### src/rtl/usart_tx.sv
// USART transmitter: UDR holding buffer feeding a frame shift register that drives TXD
// with start, data (LSB first), optional parity and one or two stop bits.
module usart_tx #(
  parameter int DATA_BITS = 8,
  parameter int UBRR_W    = 12
) (
  input  logic              clk,
  input  logic              clr,
  input  logic              txen,
  input  logic [UBRR_W-1:0] ubrr,
  input  logic              u2x,
  input  logic [1:0]        upm,
  input  logic              usbs,
  input  logic              udr_wr,
  input  logic [7:0]        udr_din,
  input  logic              txc_clr,
  output logic              tx_out,
  output logic              udre,
  output logic              txc,
  output logic              busy
);

  localparam int BL_W = UBRR_W + 5;

  typedef enum logic [2:0] {IDLE, START, DATA, PARITY, STOP1, STOP2} state_t;

  state_t               state, state_nxt;
  logic [DATA_BITS-1:0] hold_q, shift_q;
  logic                 full_q;
  logic [BL_W-1:0]      bitlen_q, cnt_q;
  logic [2:0]           bidx_q;
  logic                 par_en_q, par_bit_q, two_stop_q, txc_q;
  logic                 bit_end, last_data, frame_end, do_load;

  function automatic logic [BL_W-1:0] calc_bitlen(input logic [UBRR_W-1:0] div,
                                                  input logic dbl);
    logic [BL_W-1:0] n;
    n = BL_W'(div) + BL_W'(1);
    return dbl ? (n << 3) : (n << 4);
  endfunction

  assign bit_end   = (cnt_q == bitlen_q - BL_W'(1));
  assign last_data = (bidx_q == 3'(DATA_BITS - 1));
  assign frame_end = bit_end && ((state == STOP1 && !two_stop_q) || state == STOP2);
  // A full buffer reloads straight out of the final stop bit, so back-to-back frames have no idle gap
  assign do_load   = full_q && txen && (state == IDLE || frame_end);

  assign udre = ~full_q;
  assign txc  = txc_q;

  always_ff @(posedge clk) begin
    if (clr) state <= IDLE;
    else     state <= state_nxt;
  end

  always_comb begin
    state_nxt = state;
    case (state)
      IDLE:    if (do_load) state_nxt = START;
      START:   if (bit_end) state_nxt = DATA;
      DATA:    if (bit_end && last_data) state_nxt = par_en_q ? PARITY : STOP1;
      PARITY:  if (bit_end) state_nxt = STOP1;
      STOP1:   if (bit_end) state_nxt = two_stop_q ? STOP2 : (do_load ? START : IDLE);
      STOP2:   if (bit_end) state_nxt = do_load ? START : IDLE;
      default: state_nxt = IDLE;
    endcase
  end

  always_comb begin
    tx_out = 1'b1;
    busy   = (state != IDLE);
    case (state)
      START:   tx_out = 1'b0;
      DATA:    tx_out = shift_q[0];
      PARITY:  tx_out = par_bit_q;
      default: tx_out = 1'b1;
    endcase
  end

  always_ff @(posedge clk) begin
    if (clr) begin
      full_q     <= 1'b0;
      hold_q     <= '0;
      shift_q    <= '0;
      cnt_q      <= '0;
      bidx_q     <= '0;
      bitlen_q   <= '0;
      par_en_q   <= 1'b0;
      par_bit_q  <= 1'b0;
      two_stop_q <= 1'b0;
      txc_q      <= 1'b0;
    end else begin
      if (do_load) full_q <= 1'b0;
      else if (udr_wr && !full_q) begin
        full_q <= 1'b1;
        hold_q <= udr_din[DATA_BITS-1:0];
      end

      // Frame format and baud rate are frozen at load; the bit counter restarts every frame
      if (do_load) begin
        shift_q    <= hold_q;
        cnt_q      <= '0;
        bidx_q     <= '0;
        bitlen_q   <= calc_bitlen(ubrr, u2x);
        par_en_q   <= upm[1];
        par_bit_q  <= (^hold_q) ^ upm[0];
        two_stop_q <= usbs;
      end else if (state != IDLE) begin
        if (bit_end) begin
          cnt_q <= '0;
          if (state == DATA) begin
            shift_q <= shift_q >> 1;
            bidx_q  <= bidx_q + 3'd1;
          end
        end else begin
          cnt_q <= cnt_q + BL_W'(1);
        end
      end

      if (frame_end && !do_load) txc_q <= 1'b1;
      else if (txc_clr)          txc_q <= 1'b0;
    end
  end

endmodule
### config.mk
export PLATFORM = sky130hd
export DESIGN_NAME = usart_tx
export DESIGN_NICKNAME = d
export VERILOG_FILES = /design/src/rtl/usart_tx.sv
export SDC_FILE = /design/constraint.sdc
export NUM_CORES = 1
export LEC_CHECK = 0
export CORE_ASPECT_RATIO = 0.75
export CORE_MARGIN = 1
export CORE_UTILIZATION = 58
export CTS_CLUSTER_SIZE = 24
export DETAILED_ROUTE_END_ITERATION = 8
export HOLD_SLACK_MARGIN = 0.08
export PLACE_DENSITY = 0.8
export SETUP_SLACK_MARGIN = 0.3
export SYNTH_ARGS = -nofsm -noshare
export SYNTH_HDL_FRONTEND = slang
export SYNTH_SLANG_ARGS = --single-unit
### constraint.sdc
create_clock -name clk -period 4.5 [get_ports clk]
set_input_delay 0.9 -clock clk [delete_from_list [all_inputs] [get_ports clk]]
set_output_delay 0.9 -clock clk [all_outputs]
set_load 0.01 [all_outputs]
After elaboration in Yosys (flattened, before gate mapping) --
Index checks and enable logic that the tools add are counted.
Storage, ports and cells: memories 0, word-level logic and storage cells 74, bits in registers 61, RAM bits 0, output and inout port bits 4, bits in latches 0, bits in read-only memories 0
Cells by class: divide/modulo/power cells 0, bitwise gates (word level) 3, order comparisons 0, multiply operators 0, mux-type cells 19, reductions and logical operators 24, add/sub/neg operators 4, eq/ne operators 13, shift-type cells 0
Operator list (number):
- $mux 17 | 2
- $mux 8 | 4
- $mux 3 | 8
- $pmux 3 s6 | 1
- $add 17x1->17 const B | 1
- $eq 17x17->1 | 1
- $sub 17x1->17 const B | 1
- $add 12x1->13 const B | 1
- $ne 2x2->1 const B | 6
- $eq 3x3->1 const B | 3
- $reduce_bool 2->1 | 4
- $reduce_xor 8->1 | 1
- $logic_and 1x1->1 | 7
- $eq 3x2->1 const B | 2
- $reduce_and 3->1 | 2
- $reduce_and 6->1 | 1
- $add 3x1->3 const B | 1
- $eq 3x1->1 const B | 1
- $logic_not 1->1 | 3
- $logic_not 3->1 | 1
- $mux 1 | 3
- $pmux 1 s3 | 1
- $reduce_bool 3->1 | 1
- $logic_or 1x1->1 | 2
- other kinds (4) | 5

Longest topological paths before layout --
Gate-level depths: netlist of the first run.
depth in word-level cells 10, mapped depth 12, gate-level depth less buffers 9

Worst setup path after synthesis of the first run --
OpenSTA, ideal clock, no wires.
path type reg-to-reg, from register bitlen_q[3], to register bitlen_q[10], arrival 3199 ps, cell stages (with the launch flop) 13, path slack 1166 ps, setup time 135 ps, path buffers 3, cell sequence dfxtp_1 > inv_1 > ha_1 > or4b_1 > buf_2 > or4_4 > a2111oi_4 > o2111ai_2 > a2111o_1 > buf_2 > buf_1 > nand3_1 > a21oi_2
On the way: word-level cells in the longest chain between the ends 5
Ends and longest elaborated chain:
- start, declared | RTL line 30 | logic [BL_W-1:0] bitlen_q, cnt_q;
- start signal, assigned | RTL line 104 | bitlen_q <= calc_bitlen(ubrr, u2x);
- $sub 17x1->17 | RTL line 42 | assign bit_end = (cnt_q == bitlen_q - BL_W'(1));
- $eq 17x17->1 | RTL line 42
- $logic_and 1x1->1 | RTL line 44 | assign frame_end = bit_end && ((state == STOP1 && !two_stop_q) || state == STOP2);
- $logic_or 1x1->1 | RTL line 46 | assign do_load = full_q && txen && (state == IDLE || frame_end);
- $logic_and 1x1->1 | RTL line 46
No other way between the ends. A chain may end at the register's enable or synchronous reset.

Worst setup path after layout of the first run --
from register bitlen_q[4], to register bitlen_q[4]
Same word-level chain as after synthesis.

==> summary.txt, run 1 <==
Yosys
  – Synth Instances: between 400 and 500
  – Total of warnings raised by yosys: 0
  – Sequential element share of the synthesized area: 0.328
  – Number of distinct library cell variants in the gate-level netlist after synthesis: 57
  – List of most frequent post-synthesis cells: 58 x dfxtp_1, 43 x nor2_1, 34 x nand2_1, 31 x xnor2_1, 27 x nand3_1
  – Most frequently used flop master after synthesis: dfxtp_1
  – Count of state elements after synthesis: 58
  – Most frequent cell after synthesis: dfxtp_1
  – Top cells by area, synth: dfxtp_1 33%, xnor2_1 7.7%, xor2_1 4.9%
  – Area of the mapped netlist: between 3000 and 4000 sq um
  – Nets in the synthesized netlist: roughly 460
  – Number of flops mapped to enable cells by yosys: 0
  – Avg Inst Size Synth: between 8 and 9 sq um
  – Post-synthesis cell type with the largest combined area: dfxtp_1
  – Share of flip-flops with an asynchronous set or reset after synthesis: 0
  – Top cell type's share of synthesized area: 0.328

STA
  – Final setup TNS: 0 ns
  – Setup skew after layout: between 0.008 and 0.009 ns
  – Final worst slack: between 0.5 and 0.6 ns
  – RSZ-0062 raised after global routing: no
  – Slew at the pin closest to its max-slew limit: approximately 1 ns
  – Max-slew violations: 0
  – Worst hold margin: between 0.4 and 0.5 ns
  – Part of the cycle the worst path needs: 0.869
  – Worst slew slack as a fraction of its limit: 0.315
  – Maximum clock frequency: roughly 260 MHz
  – Final hold viol count: 0
  – # setup viols final: 0
  – Final critical-path required period: between 3 and 4 ns

Place
  – # port buffers: 32
  – Detailed placer's ending HPWL: 5980 um
  – Final weighted congestion of routability-driven global placement: 0.917
  – DP Worst Slack: 0.663 ns
  – DP Cell Count: 514

GRT
  – Global route overflow: 0
  – GRT Resource Usage Total: 0.284
  – First-pass GRT wire length: 14,400 um
  – Number of antenna violations at the first check in global routing: 0
  – Pin count of the biggest net entering global routing: 45
  – Number of global-route vias before repair: about 3,000

Power
  – Leak pwr: ~1.5 nW
  – VDD IR-drop max: about 160 uV
  – Power per standard cell area: 330 nW/um^2

Worst setup path
  – Crit-path cells: inv_1 > ha_1 > or4b_1 > or4_4 > a2111oi_4 > o2111ai_2 > a2111o_1 > a221oi_1 > a211oi_1
  – Required time of the critical path: ~4.7 ns
  – Capturing element type of the critical path: flip-flop
  – Worst reg2reg path startpoint: bitlen_q[4]
  – Data arrival time of the critical path: roughly 4.1 ns
  – Crit path launch type: flip-flop
  – Worst-case register-to-register setup slack: just under 0.6 ns
  – Cell type of the slowest stage on the worst timing path: a2111o_1
  – Worst Setup Path Type: reg2reg
  – Biggest cell delay along the critical path: just over 0.8 ns
  – Cell count of the worst reg-to-reg path: 9
  – Reg-to-Reg End: bitlen_q[4]
  – Critical Path Fanout Max: 28

Die
  – Chip Height: 69.7 um
  – Count of standard-cell rows: 24
  – Die Footprint: about 6400 sq um
  – Width of the die: about 92 um
  – Starting density of the core: 0.605
  – I/O pin total: 33
  – Core region area: 5860 sq um

Clock tree
  – # Post-CTS Setup Buffers: 0
  – Clock transition at the registers of the reported paths: approximately 0.070 ns
  – Post-CTS Hold Fix Bufs: 0
  – Clock tree from TritonCTS: done
  – Clock buffer count from CTS: 9
  – Resize count post-CTS: 0
  – Number of clock sinks: 58
  – Number of H-tree branching levels: 3
  – Latest clock arrival within the worst-skew pair: 0.35 ns
  – Clock Tree Root: clkbuf_8
  – Maximum count of clock buffers along a single path: 2

Drt
  – Routed wire length: approximately 8400 um
  – Vias: 3,208
  – Number of remaining DRC errors: 0
  – Drt via density: between 6 and 7
  – First drt pass iteration count: 4
  – DR WL/cell: roughly 16 um
  – Remaining number of nets flagged by the antenna check after routing: 0
  – Drt first-iter violations: between 200 and 300

Finish
  – Final antenna diode count: 0
  – # nets final: 481
  – Number of cells in the finished layout apart from fillers: between 500 and 600
  – Ratio of cells with drive above 1 in the final layout: 0.0730
  – Filler Cell Count: 480
  – Relative area change from synthesis to final layout: 15.3%

Worst hold path
  – Cell count of the worst hold path: 2
  – Path category of the worst min-delay check: reg2reg
  – End of the worst hold path: txc
  – Startpoint of the worst hold path: txc

Job
  – MaxCap Viol Count: 0

Status
  – Outcome: complete, no violations
[logic make-up after synthesis]
logic type / Yosys count / synth area share
simple gates: 169 / 0.242
compound gates: 94 / 0.195
fa+ha+maj: 5 / 0.0177
mux: 13 / 0.0367
xor+xnor: 52 / 0.132
flops: 58 / 0.328
buf+inv: 38 / 0.0487
[state kept, by name, indices dropped and copies added, names as in the netlist, 3 cells and up]
signal    cells
cnt_q        17
shift_q       8
hold_q        8
bidx_q        3
bitlen_q     14
state         3
[worst max path at each step]
| stage | startpoint | endpoint | slack, ns |
|---|---|---|---|
| floorplan | bitlen_q[3] | bitlen_q[10] | 1.17 |
| global placement | bitlen_q[3] | bitlen_q[4] | 0.76 |
| detailed placement | bitlen_q[3] | bitlen_q[4] | 0.66 |
| CTS | bitlen_q[3] | bitlen_q[4] | 0.63 |
| global route | bitlen_q[4] | bitlen_q[4] | 0.35 |
| finish | bitlen_q[4] | bitlen_q[4] | 0.59 |
[per-stage QoR]
stage               total power, mW  utilization  cell area, sq um
finish                         1.35        0.698              4090
global route                   1.40        0.698              4090
CTS                            1.35        0.698              4090
detailed placement            0.785        0.657              3850
global placement              0.776        0.657              3850
floorplan                     0.719            -              3540
[worst max-delay path, delay by kind of cell (launching register included)]
kind	cells	cell delay [ns]
compound gates	5	1.93
simple gates	2	1.19
flops	1	0.34
fa+ha+maj	1	0.22
buf+inv	1	0.09
[area by class of cell]
class                      instances  area [sq um]  share of cell area
tap                               78          97.6              0.0239
multi-input combinational        333          2210               0.541
timing repair buffer              35           343              0.0839
clock buffer                      12           165              0.0404
clock inverter                     4          72.6              0.0178
inverter                          10          37.5             0.00919
sequential                        58          1160               0.284
[layout by cell type, fill, tap and decap left out, types with 3 or more instances in the layout]
cell | synthesis | routed
a21oi_1 | 25 | 25
o221ai_1 | 5 | 5
a211oi_1 | 6 | 6
nand3_1 | 27 | 27
nor2_1 | 43 | 43
xor2_1 | 20 | 20
o21ai_0 | 9 | 9
and3_1 | 7 | 7
a311oi_1 | 6 | 6
clkbuf_8 | 0 | 12
a211o_1 | 3 | 3
clkdlybuf4s50_1 | 0 | 32
nand2_1 | 34 | 34
and2_1 | 3 | 3
inv_1 | 10 | 10
dfxtp_1 | 58 | 58
nor3_1 | 9 | 9
or4_1 | 3 | 3
a21oi_2 | 4 | 4
nor2b_1 | 4 | 4
nand2b_1 | 6 | 6
ha_1 | 5 | 5
and4_1 | 4 | 4
a21o_1 | 3 | 3
nand4_1 | 11 | 11
mux2i_1 | 13 | 13
xnor2_1 | 31 | 31
nand3b_1 | 4 | 4
nor4_1 | 5 | 5
o21ai_1 | 10 | 10
a31oi_1 | 3 | 3
buf_4 | 0 | 3
[layer usage]
metal / track usage / vias up / wire length (um)
met2: 0.441 / 99 / 3920
met3: 0.0680 / 12 / 463
li1: - / 1582 / -
met1: 0.389 / 1515 / 3900
met5: 0 / - / 0
met4: 0.0920 / 0 / 99
[report_power, final]
group | switching (mW) | internal [mW] | total (mW) | leakage, nW
Clock | 0.213 | 0.356 | 0.569 | 0.119
Sequential | 0.0219 | 0.532 | 0.554 | 0.471
Combinational | 0.123 | 0.102 | 0.225 | 0.862
Total | 0.358 | 0.989 | 1.35 | 1.45
No activity file was read; power rests on OpenSTA's default activity.
==> run 2, diff against run 1 <==
--- a/config.mk
+++ b/config.mk
@@ -7,11 +7,11 @@
 export LEC_CHECK = 0
 export CORE_ASPECT_RATIO = 0.75
 export CORE_MARGIN = 1
-export CORE_UTILIZATION = 58
+export CORE_UTILIZATION = 50
 export CTS_CLUSTER_SIZE = 24
 export DETAILED_ROUTE_END_ITERATION = 8
 export HOLD_SLACK_MARGIN = 0.08
-export PLACE_DENSITY = 0.8
+export PLACE_DENSITY = 0.71
 export SETUP_SLACK_MARGIN = 0.3
 export SYNTH_ARGS = -nofsm -noshare
 export SYNTH_HDL_FRONTEND = slang
==> run 2 against run 1 <==
  * Sequential power hardly changed
  * Cell area is 0.64% lower
  * Wire length is 1.6% lower
  * Clock skew is 0.0034 ns lower
  * Setup slack worse by 0.030 ns
  * Die area is 16% higher
  * Critical path depth stayed put
  * Fmax is 0.76% lower
  * Register-to-register slack worse by 0.03 ns
  * Global-route usage is 5.4 points lower
  * Sequential share of layout area is 0.18 points higher
  * Flip-flop and latch count stayed put
==> summary.txt, run 2 (synthesis gave the netlist of run 1 again) <==
STA
  – RSZ-0062 raised after global routing: no (unchanged)
  – Worst slew slack as a fraction of its limit: 0.362 (was 0.315)
  – Maximum clock frequency: 254 MHz (was 256 MHz)
  – Max-slew violations: 0 (unchanged)
  – Final hold viol count: 0 (unchanged)
  – # setup viols final: 0 (unchanged)
  – Final critical-path required period: 3.94 ns (was 3.91 ns)
  – Setup skew after layout: 0.00499 ns (was 0.00843 ns)
  – Slew at the pin closest to its max-slew limit: 0.954 ns (was 1.03 ns)
  – Part of the cycle the worst path needs: 0.876 (was 0.869)
  – Final setup TNS: 0 ns (unchanged)
  – Final worst slack: 0.560 ns (was 0.590 ns)

Drt
  – Remaining number of nets flagged by the antenna check after routing: 0 (unchanged)
  – Drt first-iter violations: 160 (was 250)
  – Number of remaining DRC errors: 0 (unchanged)
  – Vias: 3,116 (was 3,208)
  – First drt pass iteration count: 4 (unchanged)
  – Drt via density: 5.82 (was 6.05)
  – Routed wire length: 8240 um (was 8380 um)
  – DR WL/cell: 15.4 um (was 15.8 um)

Worst setup path
  – Capturing element type of the critical path: flip-flop (unchanged)
  – Number of buffers and inverters on the critical path: 1 (unchanged)
  – Biggest cell delay along the critical path: 0.81 ns (about the same)
  – Worst Setup Path Type: reg2reg (unchanged)
  – Required time of the critical path: 4.71 ns (was 4.72 ns)
  – Cell type of the slowest stage on the worst timing path: a2111o_1 (unchanged)
  – Gate family responsible for the most delay along the worst path: compound AO/OA/AOI/OAI gates (unchanged)
  – Crit-path cells: inv_1 > ha_1 > or4b_1 > or4_4 > a2111oi_4 > o2111ai_2 > a2111o_1 > a221oi_1 > a211oi_1 (unchanged)
  – Critical Path Fanout Max: 28 (unchanged)
  – Data arrival time of the critical path: 4.15 ns (was 4.13 ns)
  – Crit path launch type: flip-flop (unchanged)

Job
  – MaxCap Viol Count: 0 (unchanged)

Clock tree
  – Clock tree from TritonCTS: done (unchanged)
  – Post-CTS Hold Fix Bufs: 0 (unchanged)
  – Clock transition at the registers of the reported paths: 0.06 ns (was 0.07 ns)
  – Resize count post-CTS: 0 (unchanged)
  – Number of H-tree branching levels: 3 (unchanged)
  – Latest clock arrival within the worst-skew pair: 0.34 ns (was 0.35 ns)
  – Clock buffer count from CTS: 9 (unchanged)
  – Maximum count of clock buffers along a single path: 2 (unchanged)
  – Number of clock sinks: 58 (unchanged)
  – # Post-CTS Setup Buffers: 0 (unchanged)
  – Clock Tree Root: clkbuf_8 (unchanged)

GRT
  – GRT Resource Usage Total: 0.230 (was 0.284)
  – Number of antenna violations at the first check in global routing: 0 (unchanged)
  – Global route overflow: 0 (unchanged)
  – Number of global-route vias before repair: 2,717 (was 3,028)
  – Pin count of the biggest net entering global routing: 45 (unchanged)
  – First-pass GRT wire length: 13,200 um (was 14,400 um)

Finish
  – Final antenna diode count: 0 (unchanged)
  – Largest regs: cnt_q: 17 flops, bitlen_q: 14 flops (unchanged)
  – Ratio of cells with drive above 1 in the final layout: 0.0687 (was 0.0730)
  – Register with the most flip-flops: cnt_q (unchanged)
  – Most common cell after layout, fill and taps aside: dfxtp_1 (unchanged)
  – Relative area change from synthesis to final layout: 14.6% (was 15.3%)
  – Flip-flop count of the largest register after layout: 17 (unchanged)
  – Most frequent cells in the layout: 58 x dfxtp_1, 43 x nor2_1, 34 x nand2_1, 32 x clkdlybuf4s50_1, 31 x xnor2_1 (unchanged)
  – # nets final: 481 (unchanged)

Power
  – Power per standard cell area: 315 nW/um^2 (was 330 nW/um^2)
  – Share of power burned in registers: 0.433 (was 0.411)
  – Clk pwr share: 0.392 (was 0.422)
  – Share of power burned in combinational logic: 0.175 (was 0.167)
  – Net switching component of the power: 347 uW (was 358 uW)
  – Switching share of power: 0.272 (was 0.266)
  – VDD IR-drop max: 133 uV (was 162 uV)
  – Internal: 931 uW (was 989 uW)
  – Leak pwr: 1.44 nW (was 1.45 nW)

Die
  – Width of the die: 99.2 um (was 92.3 um)
  – Chip Height: 74.9 um (was 69.7 um)
  – I/O pin total: 33 (unchanged)
  – Count of standard-cell rows: 26 (was 24)
  – Core region area: 6830 sq um (was 5860 sq um)
  – Die Footprint: 7430 sq um (was 6430 sq um)
  – Starting density of the core: 0.519 (was 0.605)

Status
  – Outcome: complete, no violations (unchanged)

Place
  – Final weighted congestion of routability-driven global placement: 0.848 (was 0.917)
  – DP Worst Slack: 0.617 ns (was 0.663 ns)
  – Detailed placer's ending HPWL: 5900 um (was 5980 um)
  – # port buffers: 32 (unchanged)

Worst hold path
  – Path category of the worst min-delay check: reg2reg (unchanged)
==> run 2: path summary, 6_finish.rpt <==
check	start	cells after the start	slack, ns	end
worst max register to register	bitlen_q[3]	9	0.56	bitlen_q[4]
worst min-delay path	txc	2	0.47	txc
worst min register to register	txc	2	0.47	txc
worst max-delay path	bitlen_q[3]	9	0.56	bitlen_q[4]
==> run 2: area by class of cell <==
class                           count  area (sq um)
Clock buffer                       13           169
Tap cell                           84           105
Fill cell                         605          2770
Multi-Input combinational cell    333          2210
Clock inverter                      2          35.0
Sequential cell                    58          1160
Timing Repair Buffer               35           343
Inverter                           10          37.5
==> run 2: stage by stage <==
stage	area, sq um	hold slack, ns	utilization	total power [mW]	cells
after floorplan	3540	0.451	-	0.719	429
after global placement	3860	0.459	0.564	0.781	520
after detailed placement	3860	0.466	0.564	0.785	520
after CTS	4060	0.473	0.594	1.29	535
after global routing	4060	0.501	0.594	1.33	535
final	4060	0.471	0.594	1.28	535
==> run 2: worst register-to-register path, cell delays in order, from the launching register on <==
cell and delay (ns):
dfxtp_1 0.36, inv_1 0.07, ha_1 0.22, or4b_1 0.61, or4_4 0.59, a2111oi_4 0.43
o2111ai_2 0.22, a2111o_1 0.81, a221oi_1 0.41, a211oi_1 0.09
==> run 2: power by group through the flow <==
stage | Combinational [mW] | Sequential (mW) | Clock, mW
after CTS | 0.222 | 0.553 | 0.510
after detailed placement | 0.220 | 0.564 | 0
after floorplan | 0.163 | 0.555 | 0
final | 0.224 | 0.553 | 0.501
after global placement | 0.217 | 0.564 | 0
after global routing | 0.243 | 0.556 | 0.532
==> run 2: layer usage <==
| metal | share of wire | global-route usage | up-vias |
|---|---|---|---|
| met2 | 0.43 | 0.348 | 88 |
| met5 | 0 | 0 | - |
| met1 | 0.51 | 0.319 | 1432 |
| met3 | 0.048 | 0.0678 | 10 |
| li1 | - | - | 1586 |
| met4 | 0.012 | 0.0703 | 0 |
